--- config.mk ---
export PLATFORM = sky130hd
export DESIGN_NAME = ysyx_201979054_div_unit
export DESIGN_NICKNAME = d
export VERILOG_FILES = /design/src/rtl/ysyx_201979054_div_pkg.sv /design/src/rtl/ysyx_201979054_div_step.sv /design/src/rtl/ysyx_201979054_div_unit.sv
export SDC_FILE = /design/constraint.sdc
export NUM_CORES = 1
export LEC_CHECK = 0
export CAP_MARGIN = 25
export CELL_PAD_IN_SITES_DETAIL_PLACEMENT = 1
export CELL_PAD_IN_SITES_GLOBAL_PLACEMENT = 1
export CORE_ASPECT_RATIO = 1.4
export CORE_MARGIN = 4
export CORE_UTILIZATION = 39
export DETAILED_ROUTE_END_ITERATION = 10
export PLACE_DENSITY_LB_ADDON = 0.05
export RECOVER_POWER = 25
export SETUP_SLACK_MARGIN = 0.02
export SLEW_MARGIN = 0
export SYNTH_ARGS = -nofsm -noshare
export SYNTH_HDL_FRONTEND = slang
export SYNTH_HIERARCHICAL = 1
export SYNTH_SLANG_ARGS = --single-unit
--- constraint.sdc ---
create_clock -name i_clk -period 4.5 [get_ports i_clk]
set_input_delay 0.9 -clock i_clk [delete_from_list [all_inputs] [get_ports i_clk]]
set_output_delay 0.9 -clock i_clk [all_outputs]
set_load 0.05 [all_outputs]
--- src/rtl/ysyx_201979054_div_pkg.sv ---
// Shared definitions for the iterative divider: ALU control codes, FSM states and op-class helpers.
package ysyx_201979054_div_pkg;

  localparam logic [4:0] ALU_DIVU  = 5'b10101;
  localparam logic [4:0] ALU_REMU  = 5'b10111;
  localparam logic [4:0] ALU_DIVW  = 5'b10011;
  localparam logic [4:0] ALU_REMW  = 5'b11001;
  localparam logic [4:0] ALU_DIVUW = 5'b10110;
  localparam logic [4:0] ALU_REMUW = 5'b11000;

  typedef enum logic [1:0] {
    S_IDLE = 2'd0,
    S_CALC = 2'd1,
    S_FIX  = 2'd2,
    S_DONE = 2'd3
  } div_state_e;

  function automatic logic is_div_op(input logic [4:0] code);
    case (code)
      ALU_DIVU, ALU_REMU, ALU_DIVW, ALU_REMW, ALU_DIVUW, ALU_REMUW: is_div_op = 1'b1;
      default: is_div_op = 1'b0;
    endcase
  endfunction

  function automatic logic is_w_op(input logic [4:0] code);
    case (code)
      ALU_DIVW, ALU_REMW, ALU_DIVUW, ALU_REMUW: is_w_op = 1'b1;
      default: is_w_op = 1'b0;
    endcase
  endfunction

  function automatic logic is_rem_op(input logic [4:0] code);
    case (code)
      ALU_REMU, ALU_REMW, ALU_REMUW: is_rem_op = 1'b1;
      default: is_rem_op = 1'b0;
    endcase
  endfunction

  function automatic logic is_signed_op(input logic [4:0] code);
    case (code)
      ALU_DIVW, ALU_REMW: is_signed_op = 1'b1;
      default: is_signed_op = 1'b0;
    endcase
  endfunction

endpackage

--- src/rtl/ysyx_201979054_div_step.sv ---
// One restoring-division iteration: shift in a dividend bit, trial-subtract, restore on borrow.
module ysyx_201979054_div_step #(
  parameter int XLEN = 64
) (
  input  logic [XLEN-1:0] rem_in,
  input  logic [XLEN-1:0] divisor,
  input  logic            bit_in,
  output logic [XLEN-1:0] rem_out,
  output logic            q_bit
);

  logic [XLEN:0] shifted_s;
  logic [XLEN:0] diff_s;

  // rem_in < divisor always holds, so the extra top bit of diff_s is a clean borrow flag
  always_comb begin
    shifted_s = {rem_in, bit_in};
    diff_s    = shifted_s - {1'b0, divisor};
    if (diff_s[XLEN]) begin
      rem_out = shifted_s[XLEN-1:0];
      q_bit   = 1'b0;
    end else begin
      rem_out = diff_s[XLEN-1:0];
      q_bit   = 1'b1;
    end
  end

endmodule

--- src/rtl/ysyx_201979054_div_unit.sv ---
// Multi-cycle radix-2 restoring divider for DIVU/REMU/DIVW/REMW/DIVUW/REMUW.
// Optional early-out for |dividend| < |divisor| is enabled by defining DIV_EARLY_OUT_EN.
module ysyx_201979054_div_unit
  import ysyx_201979054_div_pkg::*;
#(
  parameter int XLEN = 64
) (
  input  logic            i_clk,
  input  logic            i_rst,
  input  logic            i_start,
  input  logic [4:0]      i_alu_control,
  input  logic [XLEN-1:0] i_dividend,
  input  logic [XLEN-1:0] i_divisor,
  input  logic            i_flush,
  output logic            o_busy,
  output logic            o_done,
  output logic [XLEN-1:0] o_result,
  output logic            o_illegal_op
);

  localparam int CNT_W = $clog2(XLEN);

  div_state_e      state_r, state_s;
  logic [XLEN-1:0] rem_r, quo_r, dvs_r, result_r;
  logic [CNT_W-1:0] cnt_r;
  logic            w_r, rem_op_r, neg_q_r, neg_r_r;
  logic            busy_r, done_r, illegal_r;

  logic            op_w_s, op_sgn_s, op_rem_s, a_neg_s, b_neg_s;
  logic            div_zero_s, ovf_s, early_s, accept_s, illegal_s;
  logic [31:0]     a_lo_s, b_lo_s, a_mag32_s, b_mag32_s;
  logic [XLEN-1:0] mag_a_s, mag_b_s, dvd_ext_s, spec_res_s;
  logic [XLEN-1:0] q_fix_s, r_fix_s, sel_s, fix_res_s, rem_nx_s;
  logic            q_bit_s;

  ysyx_201979054_div_step #(.XLEN(XLEN)) u_step (
    .rem_in  (rem_r),
    .divisor (dvs_r),
    .bit_in  (quo_r[XLEN-1]),
    .rem_out (rem_nx_s),
    .q_bit   (q_bit_s)
  );

  // Operand decode for the accept cycle, and sign fix-up of the finished quotient/remainder
  always_comb begin
    op_w_s    = is_w_op(i_alu_control);
    op_sgn_s  = is_signed_op(i_alu_control);
    op_rem_s  = is_rem_op(i_alu_control);
    a_lo_s    = i_dividend[31:0];
    b_lo_s    = i_divisor[31:0];
    a_neg_s   = op_sgn_s & a_lo_s[31];
    b_neg_s   = op_sgn_s & b_lo_s[31];
    a_mag32_s = a_neg_s ? (32'd0 - a_lo_s) : a_lo_s;
    b_mag32_s = b_neg_s ? (32'd0 - b_lo_s) : b_lo_s;
    if (op_w_s) begin
      mag_a_s   = {{(XLEN-32){1'b0}}, a_mag32_s};
      mag_b_s   = {{(XLEN-32){1'b0}}, b_mag32_s};
      dvd_ext_s = {{(XLEN-32){a_lo_s[31]}}, a_lo_s};
    end else begin
      mag_a_s   = i_dividend;
      mag_b_s   = i_divisor;
      dvd_ext_s = i_dividend;
    end
    div_zero_s = (mag_b_s == {XLEN{1'b0}});
    ovf_s      = (i_alu_control == ALU_DIVW) && (a_lo_s == 32'h8000_0000)
                 && (b_lo_s == 32'hFFFF_FFFF);
`ifdef DIV_EARLY_OUT_EN
    early_s    = !div_zero_s && (mag_a_s < mag_b_s);
`else
    early_s    = 1'b0;
`endif
    if (div_zero_s) begin
      spec_res_s = op_rem_s ? dvd_ext_s : {XLEN{1'b1}};
    end else if (ovf_s) begin
      spec_res_s = {{(XLEN-32){1'b1}}, 32'h8000_0000};
    end else begin
      spec_res_s = op_rem_s ? dvd_ext_s : {XLEN{1'b0}};
    end
    q_fix_s = neg_q_r ? ({XLEN{1'b0}} - quo_r) : quo_r;
    r_fix_s = neg_r_r ? ({XLEN{1'b0}} - rem_r) : rem_r;
    sel_s   = rem_op_r ? r_fix_s : q_fix_s;
    if (w_r) begin
      fix_res_s = {{(XLEN-32){sel_s[31]}}, sel_s[31:0]};
    end else begin
      fix_res_s = sel_s;
    end
  end

  // Next-state logic; flush overrides every state
  always_comb begin
    state_s   = state_r;
    accept_s  = 1'b0;
    illegal_s = 1'b0;
    if (i_flush) begin
      state_s = S_IDLE;
    end else begin
      case (state_r)
        S_IDLE: begin
          if (i_start && is_div_op(i_alu_control)) begin
            accept_s = 1'b1;
            state_s  = (div_zero_s || ovf_s || early_s) ? S_DONE : S_CALC;
          end else if (i_start) begin
            illegal_s = 1'b1;
          end else begin
            state_s = S_IDLE;
          end
        end
        S_CALC:  state_s = (cnt_r == {CNT_W{1'b0}}) ? S_FIX : S_CALC;
        S_FIX:   state_s = S_DONE;
        S_DONE:  state_s = S_IDLE;
        default: state_s = S_IDLE;
      endcase
    end
  end

  // State, registered outputs and the iterative datapath
  always_ff @(posedge i_clk) begin
    if (i_rst) begin
      state_r   <= S_IDLE;
      busy_r    <= 1'b0;
      done_r    <= 1'b0;
      illegal_r <= 1'b0;
      result_r  <= {XLEN{1'b0}};
      rem_r     <= {XLEN{1'b0}};
      quo_r     <= {XLEN{1'b0}};
      dvs_r     <= {XLEN{1'b0}};
      cnt_r     <= {CNT_W{1'b0}};
      w_r       <= 1'b0;
      rem_op_r  <= 1'b0;
      neg_q_r   <= 1'b0;
      neg_r_r   <= 1'b0;
    end else begin
      state_r   <= state_s;
      busy_r    <= (state_s == S_CALC) || (state_s == S_FIX);
      done_r    <= (state_s == S_DONE);
      illegal_r <= illegal_s;
      if (state_s == S_DONE) begin
        result_r <= (state_r == S_FIX) ? fix_res_s : spec_res_s;
      end
      if (accept_s) begin
        w_r      <= op_w_s;
        rem_op_r <= op_rem_s;
        neg_q_r  <= a_neg_s ^ b_neg_s;
        neg_r_r  <= a_neg_s;
        rem_r    <= {XLEN{1'b0}};
        // W dividends are left-aligned so 32 shifts leave the quotient in the low half
        quo_r    <= op_w_s ? {a_mag32_s, {(XLEN-32){1'b0}}} : mag_a_s;
        dvs_r    <= mag_b_s;
        cnt_r    <= op_w_s ? CNT_W'(32 - 1) : CNT_W'(XLEN - 1);
      end else if (state_r == S_CALC) begin
        rem_r <= rem_nx_s;
        quo_r <= {quo_r[XLEN-2:0], q_bit_s};
        cnt_r <= cnt_r - {{(CNT_W-1){1'b0}}, 1'b1};
      end
    end
  end

  assign o_busy       = busy_r;
  assign o_done       = done_r;
  assign o_result     = result_r;
  assign o_illegal_op = illegal_r;

endmodule

==> results.md <==
* Status: finished, violations left
* Failing checks: max-capacitance violations, max-slew violations
* Peak Freq at 224 MHz
* Yosys reg bits at 271
* ANT nets after route at 0
* Total gr overflow at 0
* Post-route minimum period at 4.46 ns
* Slew at the pin closest to its max-slew limit at 1.64 ns
* Sw Share at 34.8%
* Worst slack, placed at -1.14 ns
* CP Class: in -> reg
* Most instantiated cells after synthesis: nand2_1, a21oi_1, dfxtp_1, nor2_1, o21ai_0
* Mapped cell area at 21800 sq um
* Placed Cells at 4012
* Power Internal at 6.42 mW
* Final Hold Violating Endpoints at 0
* Leakage at 11.4 nW
* Syn Inst Count at 3007
* Gate power share at 43.1%
* Seq/Total Area, Yosys at 24.9%
* Half-perimeter wire length after placement at 78900 um
* Area leader, netlist: dfxtp_1
* Worst-path fanout max at 6
* Synth unique cells at 88
* Startpoint types: primary input
* Reg power frac at 25.7%
* WL final at 101000 um
* Area contributors post-synth: dfxtp_1, nand2_1, a21oi_1
* Async S/R FF share, synth at 0%
* Clock share of power at 31.2%
* Initial antenna violation count at 1
* DIE HEIGHT at 288 um
* Post-route core utilization at 51.2%
* Largest net degree at the start of global routing at 103
* Clock Skews at 0.0301 ns
* Required time of the critical path at 4.97 ns
* Post-synth top area share at 24.9%
* Top-level I/O count at 204
* GRT Util Overall at 31.7%
* ANT cells at 0
* Fillers at 6877
* Initial DRT Pass Iterations at 5
* Hold Path Sink: dvs_r[8]
* Hold Path Origin: dvs_r[8]
* R2r endpoint: rem_r[50]
* Die width at 208 um
* Std-Cell Rows at 102
* DR iter-0 viols at 1458
* Final worst slack at 0.0412 ns
* Post-route insts no fill at 4110
* Net Switching at 3.43 mW
* CP endpoint kind: flip-flop
* Die area at 59700 sq um
* Max-slew violation count at 38
* Yosys warning count at 6
* Clock sink count at 271
* Clock-pin slew on the worst setup and hold paths at 0.06 ns
* Worst skew pair latency at 0.62 ns
* PwrDens at 348 nW/um^2
* Most frequent cell after synthesis: nand2_1
* WP data arrival at 4.93 ns
* Final period utilization at 99.1%
* Port bufs at 203
* Max Cap Viol at 1
* Final setup viols at 0
* Area occupied by multi-input gates at 15500 sq um
* RD Place Congestion at 0.962
* Setup slack, reg-to-reg at 0.45 ns
* Register area at 5430 sq um
* Core area at 55300 sq um
* # DRC at 0
* Vias per cell at 6.01
* Hold Buf Count CTS at 0
* Initial core utilization at 39.4%
* Layout cells sized above 1 at 16.3%
* Clock buffer depth at 3
* Avg Cell Area, Syn at 7.24 sq um
* Hold Path Cell Cnt at 2
* First-pass GRT wire length at 151000 um
* CTS Root Cell: clkbuf_16
* Hold WC Path Type: reg -> reg
* H-tree depth at 1
* Routed len/inst at 24.6 um
* Worst-case reg-to-reg path depth at 17
* Worst slew margin at -9.17%
* Syn Nets at 3218
* Peak VDD IR at 0.299 mV
* CTS tree: built
* TritonCTS Buffers at 31
* Layout area overhead at 29.9%
* Via count at 24700
* Synth Flop Type: dfxtp_1
* Vias in the first global route at 25300
* Final Net Count at 3569
* EDFF count, synth at 0
* Worst r2r src: quo_r[63]
## cells by family after synthesis
| kind of cell | Yosys count | synth area share (%) |
|---|---|---|
| mux | 72 | 4.61 |
| xor+xnor | 245 | 9.94 |
| compound gates | 927 | 27.2 |
| simple gates | 1100 | 23.3 |
| fa+ha+maj | 74 | 4.29 |
| flops | 271 | 24.9 |
| buf+inv | 318 | 5.79 |
## worst max-delay path: stages
cell	delay, ns
clkbuf_2	0.11
or4_4	0.53
buf_4	0.17
nor4_2	0.39
buf_4	0.22
a211oi_1	0.11
nor3_2	0.22
nor4b_2	0.24
nand4b_1	0.17
o21ai_1	0.15
buf_4	0.15
a311oi_4	0.10
nor3b_2	0.26
ha_2	0.27
buf_6	0.16
buf_6	0.12
o21ai_2	0.05
o31ai_2	0.31
buf_4	0.20
a311oi_2	0.10
## power by group through the flow
stage | sequential, mW | clock [mW] | combinational, mW
final | 2.53 | 3.07 | 4.25
after global routing | 2.54 | 3.19 | 4.53
after CTS | 2.53 | 3.10 | 4.22
after detailed placement | 2.58 | 0 | 4.18
after global placement | 2.58 | 0 | 4.12
after floorplan | 2.55 | 0 | 2.96
## cell usage in the layout, fill, tap and decap left out, types with 24 or more instances in the layout
cell / netlist / final
o41ai_1: 30 / 29
or3_1: 30 / 29
a22o_1: 35 / 35
o21ai_0: 193 / 186
a21o_1: 24 / 24
o211ai_1: 25 / 25
a311oi_1: 40 / 38
dlygate4sd3_1: 0 / 67
xor2_1: 110 / 109
nor3_1: 54 / 50
or4_1: 27 / 24
nor4_1: 49 / 40
nand3_1: 40 / 39
clkbuf_16: 0 / 33
ha_1: 73 / 71
o31ai_1: 44 / 43
inv_1: 101 / 99
a31oi_1: 65 / 64
nand4_1: 46 / 46
buf_4: 2 / 300
mux2_4: 56 / 56
nor2_1: 251 / 244
a211oi_1: 50 / 48
nand2_1: 495 / 492
clkdlybuf4s50_1: 0 / 114
a21oi_1: 276 / 274
xnor2_1: 134 / 134
dfxtp_1: 271 / 268
## metal layers
metal | wire length, um | up-vias | global-route usage (%)
li1 | - | 11500 | -
met1 | 40200 | 12200 | 37.1
met2 | 49700 | 708 | 56.9
met3 | 3880 | 214 | 2.49
met4 | 7260 | 0 | 18.7
met5 | 0 | - | 0
## flip-flops by register name, indices dropped and copies added (netlist names)
signal,count
rem_r,64
rem_op_r,1
neg_r_r,1
w_r,1
o_illegal_op,1
neg_q_r,1
quo_r,64
o_done,1
o_busy,1
state_r,2
cnt_r,6
dvs_r,64
o_result,64
## final cells by class
cell class | count | area share [%]
timing repair buffer | 535 | 17.0
clock buffer | 41 | 3.05
clock inverter | 16 | 1.25
tap | 728 | 3.22
inverter | 101 | 1.37
multi-input combinational | 2418 | 54.9
sequential | 271 | 19.2
## metrics by stage
stage / hold slack (ns) / setup TNS, ns / area, sq um / power, mW
2_1_floorplan: 0.425 / 0 / 21800 / 5.51
3_3_place_gp: 0.437 / -55.57 / 26200 / 6.70
3_5_place_dp: 0.447 / -62.42 / 26200 / 6.76
4_1_cts: 0.462 / 0 / 27800 / 9.85
5_1_grt: 0.481 / -0.767 / 28300 / 10.3
6_report: 0.455 / 0 / 28300 / 9.84
## how the worst max path moves through the flow
stage / depth (start not counted) / endpoint / from
after floorplan: 16 / o_result[11] / i_divisor[1]
after global placement: 19 / o_result[47] / i_divisor[1]
after detailed placement: 19 / o_result[45] / i_divisor[1]
after CTS: 17 / o_result[11] / i_divisor[8]
after global routing: 20 / o_result[48] / i_divisor[6]
final: 20 / o_result[48] / i_divisor[6]
## repair_timing
action,CTS,global route
setup endpoints to repair,64,64
resized for setup,33,104
setup buffers,24,11
cloned,2,3
pin swaps,20,31
(Power assumes the default switching activity.)
